**src/rtl/inpkt_data_gather.sv**
```systemverilog
// inpkt_data_gather
//   Packs the data bytes qualified by the packet header parser into
//   WORD_WIDTH-bit words. Each word carries the packet type/id of its first
//   byte, an end-of-packet marker and a valid-byte count. Words go into a
//   2-entry FIFO whose head is shown on dout* with no added latency.
//   A parser error drops any partial word and stops gathering until reset.
// Ports
//   CLK, rst_n            clock (posedge), asynchronous active-low reset
//   din, wr_en            byte stream shared with the parser
//   pkt_data, pkt_end     parser qualifiers: data byte / last data byte
//   pkt_err               parser sticky error
//   pkt_type, pkt_id      parser packet type / id
//   full                  upstream must hold wr_en low while high
//   dout, dout_type,
//   dout_id, dout_last,
//   dout_nbytes,
//   dout_valid            head-of-buffer word
//   rd_en                 pop the head word (ignored when empty)
//   err_overflow          sticky: byte strobed while full
//   err                   sticky: parser error seen
module inpkt_data_gather #(
  parameter int WORD_WIDTH   = 16,
  parameter int PKT_TYPE_MSB = 3
) (
  input  logic                          CLK,
  input  logic                          rst_n,
  input  logic [7:0]                    din,
  input  logic                          wr_en,
  input  logic                          pkt_data,
  input  logic                          pkt_end,
  input  logic                          pkt_err,
  input  logic [PKT_TYPE_MSB:0]         pkt_type,
  input  logic [15:0]                   pkt_id,
  output logic                          full,
  output logic [WORD_WIDTH-1:0]         dout,
  output logic [PKT_TYPE_MSB:0]         dout_type,
  output logic [15:0]                   dout_id,
  output logic                          dout_last,
  output logic [$clog2(WORD_WIDTH/8):0] dout_nbytes,
  output logic                          dout_valid,
  input  logic                          rd_en,
  output logic                          err_overflow,
  output logic                          err
);

  localparam int BYTES = WORD_WIDTH / 8;
  localparam int BC_W  = $clog2(BYTES);
  localparam int NB_W  = $clog2(BYTES) + 1;

  typedef enum logic {GATHER, ERROR} state_t;

  typedef struct packed {
    logic [WORD_WIDTH-1:0]   data;
    logic [PKT_TYPE_MSB:0]   ptype;
    logic [15:0]             id;
    logic                    last;
    logic [NB_W-1:0]         nbytes;
  } entry_t;

  state_t                state, state_next;
  logic [BC_W-1:0]       bcnt;
  logic [WORD_WIDTH-1:0] gdata;
  logic [PKT_TYPE_MSB:0] gtype;
  logic [15:0]           gid;
  entry_t                buf0, buf1;
  logic [1:0]            cnt, cnt_next;

  logic                  acc, push, pop, go_err;
  entry_t                new_ent;

  always_comb begin
    go_err  = (state == GATHER) && pkt_err;
    // The error wins over a byte arriving in the same cycle.
    acc     = wr_en && pkt_data && !full && (state == GATHER) && !pkt_err;
    push    = acc && ((bcnt == BC_W'(BYTES - 1)) || pkt_end);
    pop     = rd_en && (cnt != '0);

    // Lanes above bcnt are still zero in gdata, so the pushed word has
    // unwritten lanes at 0 without extra masking.
    new_ent.data   = gdata | (WORD_WIDTH'(din) << {bcnt, 3'b000});
    new_ent.ptype  = (bcnt == '0) ? pkt_type : gtype;
    new_ent.id     = (bcnt == '0) ? pkt_id : gid;
    new_ent.last   = pkt_end;
    new_ent.nbytes = NB_W'(bcnt) + NB_W'(1);

    cnt_next = cnt;
    if (push && !pop)      cnt_next = cnt + 2'd1;
    else if (pop && !push) cnt_next = cnt - 2'd1;

    state_next = state;
    if (go_err) state_next = ERROR;
  end

  always_ff @(posedge CLK or negedge rst_n) begin
    if (!rst_n) state <= GATHER;
    else        state <= state_next;
  end

  // Gather register
  always_ff @(posedge CLK or negedge rst_n) begin
    if (!rst_n) begin
      bcnt  <= '0;
      gdata <= '0;
      gtype <= '0;
      gid   <= '0;
    end else if (go_err) begin
      bcnt  <= '0;
      gdata <= '0;
    end else if (acc) begin
      if (push) begin
        bcnt  <= '0;
        gdata <= '0;
      end else begin
        bcnt  <= bcnt + BC_W'(1);
        gdata <= new_ent.data;
      end
      if (bcnt == '0) begin
        gtype <= pkt_type;
        gid   <= pkt_id;
      end
    end
  end

  // 2-entry shift FIFO; buf0 is always the head.
  always_ff @(posedge CLK or negedge rst_n) begin
    if (!rst_n) begin
      buf0 <= '0;
      buf1 <= '0;
      cnt  <= '0;
      full <= 1'b0;
    end else begin
      cnt  <= cnt_next;
      full <= (cnt_next == 2'd2);
      case ({push, pop})
        2'b10: begin
          if (cnt == '0) buf0 <= new_ent;
          else           buf1 <= new_ent;
        end
        2'b01: buf0 <= buf1;
        2'b11: begin
          if (cnt == 2'd2) begin
            buf0 <= buf1;
            buf1 <= new_ent;
          end else begin
            buf0 <= new_ent;
          end
        end
        default: ;
      endcase
    end
  end

  always_ff @(posedge CLK or negedge rst_n) begin
    if (!rst_n) begin
      err          <= 1'b0;
      err_overflow <= 1'b0;
    end else begin
      if (pkt_err)       err          <= 1'b1;
      if (wr_en && full) err_overflow <= 1'b1;
    end
  end

  always_comb begin
    dout        = buf0.data;
    dout_type   = buf0.ptype;
    dout_id     = buf0.id;
    dout_last   = buf0.last;
    dout_nbytes = buf0.nbytes;
    dout_valid  = (cnt != '0);
  end

endmodule

```
**config.mk**
```make
export PLATFORM = sky130hd
export DESIGN_NAME = inpkt_data_gather
export DESIGN_NICKNAME = d
export VERILOG_FILES = /design/src/rtl/inpkt_data_gather.sv
export SDC_FILE = /design/constraint.sdc
export NUM_CORES = 1
export LEC_CHECK = 0
export ABC_AREA = 1
export CORE_MARGIN = 2
export CORE_UTILIZATION = 59
export DETAILED_ROUTE_END_ITERATION = 10
export GPL_ROUTABILITY_DRIVEN = 0
export GPL_TIMING_DRIVEN = 0
export PLACE_DENSITY = 0.84
export SYNTH_ARGS = -nofsm -noshare
export SYNTH_HDL_FRONTEND = slang
export SYNTH_SLANG_ARGS = --single-unit
```
**constraint.sdc**
```tcl
create_clock -name CLK -period 3.4 [get_ports CLK]
set_clock_uncertainty 0.1 [all_clocks]
set_input_delay 0.51 -clock CLK [delete_from_list [all_inputs] [get_ports CLK]]
set_output_delay 0.51 -clock CLK [all_outputs]
set_load 0.01 [all_outputs]
```
**Yosys cells after proc, flatten, opt, wreduce, memory -nomap -nowiden**

Cells that the tools add are included.

- Bits of input ports: 35
- Word-level logic and storage cells: 74
- Flip-flop bits (word level): 121

- Add/sub/neg operators: 4
- Reduce and logical (&&, ||, !) cells: 23
- Equality and inequality tests: 8
- Mux-type cells: 16
- Shift operators: 1
- Bitwise logic cells: 3

Operators by type and width:

| operator | count |
|---|---|
| $mux 39 | 4 |
| $pmux 39 s3 | 1 |
| $pmux 39 s2 | 1 |
| $mux 16 | 4 |
| $or 16x16->16 | 1 |
| $shl 8x4->16 | 1 |
| $logic_and 1x1->1 | 10 |
| $eq 2x2->1 const B | 4 |
| $ne 2x2->1 const B | 3 |
| $reduce_bool 2->1 | 3 |
| $logic_not 1->1 | 4 |
| $mux 2 | 2 |
| $mux 4 | 1 |
| $reduce_and 2->1 | 2 |
| $mux 1 | 3 |
| $reduce_and 3->1 | 1 |
| $reduce_bool 3->1 | 1 |
| $add 1x1->2 const B | 1 |
| $add 2x1->2 const B | 1 |
| $eq 2x1->1 const B | 1 |
| $logic_not 2->1 | 1 |
| $not 1->1 | 2 |
| $sub 2x1->2 const B | 1 |
| $add 1x1->1 const B | 1 |
| $logic_or 1x1->1 | 1 |

**Longest topological paths before layout**

- Depth after elaboration: 10
- Mapped depth: 11
- Mapped depth without buffers: 10

**Least setup slack after synthesis**

No wires, ideal clock.

- Path type: register to register
- From: register cnt[0]
- To: register buf0, in the netlist dout_id[10]
- Period minus slack after synthesis: 1.734 ns
- Setup slack: 1.666 ns
- Arrival time: 1.516 ns
- Cell stages (with the launch flop): 12
- Buffers on the path: 2
- Required time: 3.183 ns
- Path through: dfrtp_1 -> inv_1 -> ha_1 -> inv_2 -> nand2_2 -> inv_2 -> nand2_1 -> buf_4 -> buf_2 -> nand3_1 -> nand3_1 -> nand2_1

- Cells in the longest elaborated chain, start to end: 5

Ends and longest elaborated chain:

| item | RTL line | RTL |
|---|---|---|
| start, declared | 66 | `logic [1:0] cnt, cnt_next;` |
| start signal, assigned | 132 | `cnt <= cnt_next;` |
| $reduce_bool 2->1 * | n/a |  |
| named net dout_valid | 40 | `output logic dout_valid,` |
| $logic_and 1x1->1 * | 76 | `pop = rd_en && (cnt != '0);` |
| $eq 2x2->1 or $eq 2x1->1 (tied branches) | 134 | `case ({push, pop})` |
| $ne 2x2->1 (no source line) or $reduce_bool 3->1 (tied branches) | n/a |  |
| $reduce_and 2->1 (no source line) | n/a |  |
| end signal, assigned | 136 | `if (cnt == '0) buf0 <= new_ent;` |
| end signal, assigned | 139 | `2'b01: buf0 <= buf1;` |
| end signal, assigned | 142 | `buf0 <= buf1;` |
| end, declared | 65 | `entry_t buf0, buf1;` |

The timed path passes the listed nets; every way through them passes the cells marked *.
A chain may end at the register's enable or synchronous reset.

**Final worst setup path**

- From: register cnt[0]
- To: output port dout_valid

- Cells in the longest elaborated chain, start to end: 1

Ends and longest elaborated chain:

| item | RTL line | RTL |
|---|---|---|
| $reduce_bool 2->1 | 169 | `dout_valid = (cnt != '0);` |
| end, declared | 40 |  |

No other way between the ends.

==> PnR_summary.wiki <==
{| class="wikitable"
! Metric !! Value
|-
| Layout overhead on the synthesized area || 28.2%
|-
| Async set or reset register ratio after synthesis || 100%
|-
| Endpoint of the most critical setup path || dout_valid
|-
| Total area of multi-input combinational cells || 2150 µm²
|-
| Number of warning messages in the yosys log || 0
|-
| Starting density of the core || 60.1%
|-
| Total number of vias || 4,912
|-
| Number of antenna violations at the first check in global routing || 0
|-
| Number of buffers added on ports || 77
|-
| Worst-case headroom to the max-slew limit || about two fifths
|-
| Violation count after the first detailed-routing iteration || 443
|-
| Flip-flop and latch area || 3030 µm²
|-
| Clk_lat worst skew || around 0.52 ns
|-
| Number of buffers created by CTS || 17
|-
| Number of instances in the synthesized netlist || 597
|-
| Largest voltage drop on the vdd net || 0.466 mV
|-
| Vias in the first global route || 4,895
|-
| Nets || 732
|-
| Routed wire length per instance || around 18 µm
|-
| Class of the worst hold path || reg2reg
|-
| Type of origin of the critical path || flop
|-
| Critical path data required time || 2.79 ns
|-
| Hold buffers post-CTS || 1
|-
| Fmax || around 400 MHz
|-
| Diode insertion count for antenna repair || 0
|-
| Sum Neg Setup Slack || 0 ns
|-
| Final global-route overflow total || 0
|-
| Number of hold-slack violations in the final timing report || 0
|-
| Final Max Tran Viols || 0
|-
| Origin of the worst setup path || cnt[0]
|-
| Overall die width || 100 µm
|-
| Post-synthesis sequential element count || around 120
|-
| Worst R2R Setup Slack || 1.11 ns
|-
| Total of cells resized after clock tree synthesis || 0
|-
| Number of core rows || 35
|-
| Predominant post-synthesis flop cell || sky130_fd_sc_hd__dfrtp_1
|-
| Number of setup buffers added after CTS || 0
|-
| Worst flop-to-flop path endpoint || dout[15]
|-
| CTS tree || yes
|-
| Total Power Consumption || roughly 5200 µW
|-
| Share of post-route cells with drive strength above 1 || 10.0%
|-
| RSZ-0062 raised after global routing || no
|-
| Setup crit end kind || primary output
|-
| Final setup violating endpoints || 0
|-
| Cell count of the worst reg-to-reg path || 10
|-
| Post-CTS clock slew at the launch and capture registers of the worst setup and hold paths || around 0.060 ns
|-
| Master cell of the clock root buffer || sky130_fd_sc_hd__clkbuf_8
|-
| Detailed-route vias per instance || 6.00
|-
| Number of H-tree branching levels || 4
|-
| Cell type contributing the most total cell area after synthesis || sky130_fd_sc_hd__dfrtp_1
|-
| Y dimension of the die || 100 µm
|-
| Core area || 9110 µm²
|-
| I/O pin total || 78
|-
| Router iterations before antenna repair || 7
|-
| Distinct cells, synth || 26
|-
| WL final || 14,700 µm
|-
| Synthesized netlist net count || 634
|-
| Wire length of the first global-routing pass || 24,200 µm
|-
| Overall track demand over capacity in global routing || 31.0%
|-
| Critical Setup Path Class || reg2out
|-
| Reported leakage power || 0.00332 µW
|-
| Transition time of the tightest slew-check pin || between 0.8 and 0.9 ns
|-
| Cells taking the most area after synthesis || sky130_fd_sc_hd__dfrtp_1 55%, sky130_fd_sc_hd__nand2_1 11%, sky130_fd_sc_hd__nand3_1 7.2%, sky130_fd_sc_hd__nand3b_1 5.3%, sky130_fd_sc_hd__o21ai_0 3.9%
|-
| DRC violation count after routing || 0
|-
| Result of the run || finished clean
|-
| Arrival time worst endpoint || 1.92 ns
|-
| Launching point of the worst reg2reg path || cnt[0]
|-
| Fraction of synthesized cell area taken by the top area cell type || 55.3%
|-
| Time the final worst path needs with I/O delays and setup || 2.53 ns
|-
| Sinks on the clock net || 121
|-
| Final antenna-violating net count || 0
|-
| Detailed placement HPWL || between 9000 and 10,000 µm
|-
| Clock Path Buffers || 2
|-
| Die footprint || ~10,000 µm²
|-
| Post-synth EDFFs || 0
|-
| Power density normalized to cell area || ~740 nW/µm²
|-
| Max-cap violations || 0
|-
| Pin count of the biggest net entering global routing || 64
|-
| Mapped Avg Cell Area || slightly above 9 µm²
|-
| Fillers || 599
|-
| CP max FO || 3
|-
| Post-route fraction of the period consumed by the critical path || 74.4%
|-
| Sequential area share after synthesis || 55.3%
|-
| Post-synthesis instance area || 5470 µm²
|}
## metrics by stage
step | hold WS (ns) | cell area (µm²) | worst slack, ns | std cells | utilization (%)
4_1_cts | 0.362 | 7020 | 0.867 | 818 | 77.0
6_report | 0.360 | 7020 | 0.871 | 818 | 77.0
3_3_place_gp | 0.337 | 6380 | -2.74 | 785 | 70.1
5_1_grt | 0.370 | 7020 | 0.818 | 818 | 77.0
3_5_place_dp | 0.350 | 6410 | 1.03 | 786 | 70.4
2_1_floorplan | 0.114 | 5470 | 1.67 | 597 | -
## critical path: stages (launching register included)
cell and delay [ns]:
sky130_fd_sc_hd__dfrtp_1 0.37, sky130_fd_sc_hd__inv_1 0.09, sky130_fd_sc_hd__ha_1 0.25, sky130_fd_sc_hd__inv_2 0.11, sky130_fd_sc_hd__clkdlybuf4s50_1 0.57
## cell usage in the layout (no fill, tap or decap)
| cell type | n |
|---|---|
| sky130_fd_sc_hd__buf_4 | 8 |
| sky130_fd_sc_hd__buf_2 | 13 |
| sky130_fd_sc_hd__nor2_8 | 1 |
| sky130_fd_sc_hd__a21o_1 | 1 |
| sky130_fd_sc_hd__buf_1 | 2 |
| sky130_fd_sc_hd__mux2i_1 | 20 |
| sky130_fd_sc_hd__nand4_1 | 3 |
| sky130_fd_sc_hd__bufinv_16 | 3 |
| sky130_fd_sc_hd__clkbuf_8 | 5 |
| sky130_fd_sc_hd__nand3_1 | 79 |
| sky130_fd_sc_hd__o2111ai_4 | 1 |
| sky130_fd_sc_hd__clkinv_2 | 4 |
| sky130_fd_sc_hd__inv_1 | 12 |
| sky130_fd_sc_hd__o21ai_1 | 21 |
| sky130_fd_sc_hd__clkinvlp_4 | 1 |
| sky130_fd_sc_hd__o31ai_1 | 1 |
| sky130_fd_sc_hd__or2_2 | 1 |
| sky130_fd_sc_hd__nand3_2 | 3 |
| sky130_fd_sc_hd__clkbuf_1 | 19 |
| sky130_fd_sc_hd__nor2_1 | 11 |
| sky130_fd_sc_hd__nand2_1 | 159 |
| sky130_fd_sc_hd__nand3b_1 | 39 |
| sky130_fd_sc_hd__buf_16 | 1 |
| sky130_fd_sc_hd__dfrtp_1 | 121 |
| sky130_fd_sc_hd__buf_6 | 4 |
| sky130_fd_sc_hd__clkdlybuf4s50_1 | 76 |
| sky130_fd_sc_hd__nand2_2 | 3 |
| sky130_fd_sc_hd__inv_2 | 6 |
| sky130_fd_sc_hd__ha_1 | 2 |
| sky130_fd_sc_hd__a21oi_1 | 26 |
| sky130_fd_sc_hd__dlygate4sd3_1 | 1 |
| sky130_fd_sc_hd__nor2_4 | 1 |
| sky130_fd_sc_hd__o21ai_0 | 43 |
| sky130_fd_sc_hd__clkbuf_16 | 16 |
## cells in the mapped netlist (3+ instances only)
| cell | number |
|---|---|
| sky130_fd_sc_hd__mux2i_1 | 20 |
| sky130_fd_sc_hd__o21ai_0 | 43 |
| sky130_fd_sc_hd__clkbuf_1 | 17 |
| sky130_fd_sc_hd__buf_4 | 8 |
| sky130_fd_sc_hd__nand2_2 | 3 |
| sky130_fd_sc_hd__nand4_1 | 3 |
| sky130_fd_sc_hd__nand3_1 | 79 |
| sky130_fd_sc_hd__buf_2 | 13 |
| sky130_fd_sc_hd__dfrtp_1 | 121 |
| sky130_fd_sc_hd__nand2_1 | 159 |
| sky130_fd_sc_hd__nand3_2 | 3 |
| sky130_fd_sc_hd__nor2_1 | 11 |
| sky130_fd_sc_hd__o21ai_1 | 21 |
| sky130_fd_sc_hd__inv_1 | 12 |
| sky130_fd_sc_hd__inv_2 | 6 |
| sky130_fd_sc_hd__buf_6 | 3 |
| sky130_fd_sc_hd__a21oi_1 | 26 |
| sky130_fd_sc_hd__nand3b_1 | 39 |
## cells by family after synthesis
group / count (synthesis) / synth area share, %
fa+ha+maj: 2 / 0.457
flops: 121 / 55.3
buf+inv: 61 / 5.44
mux: 20 / 3.66
simple gates: 300 / 26.1
compound gates: 93 / 8.98
## worst min-delay path by stage
stage | slack [ns] | to | start | cells past startpoint
after floorplan | 0.11 | bcnt | rst_n | 0
after global placement | 0.34 | err_overflow | err_overflow | 1
after detailed placement | 0.35 | err_overflow | err_overflow | 1
after CTS | 0.36 | err_overflow | err_overflow | 1
after global routing | 0.37 | err_overflow | err_overflow | 1
final | 0.36 | err_overflow | err_overflow | 1
## final cells by class
| class | instances | share of cell area (%) |
|---|---|---|
| Multi-Input combinational cell | 415 | 30.6 |
| Sequential cell | 121 | 43.2 |
| Clock inverter | 8 | 1.68 |
| Tap cell | 111 | 1.98 |
| Timing Repair Buffer | 79 | 11.5 |
| Inverter | 18 | 0.963 |
| Buffer | 43 | 3.28 |
| Clock buffer | 23 | 6.79 |
## state kept, by name, indices dropped and copies added (netlist names), 2 cells and up
signal and count:
gdata 16, cnt 2, gtype 4, buf1 39, gid 16, dout_id 16
dout_nbytes 2, dout 16, dout_type 4
## layer usage
layer  global-route usage (%)  share of wire (%)  vias to the layer above
met3                     6.69                8.0                       52
li1                         -                  -                     2203
met4                     13.2                2.9                        0
met1                     40.7                 40                     2374
met5                        0                  0                        -
met2                     50.1                 49                      283
## where the power goes
part | switching (µW) | leakage, µW | internal [µW]
Sequential | 121 | 0.00161 | 1670
Combinational | 868 | 0.00142 | 735
Clock | 627 | 0.000294 | 1190
Total | 1620 | 0.00332 | 3590
(Power assumes the default switching activity.)
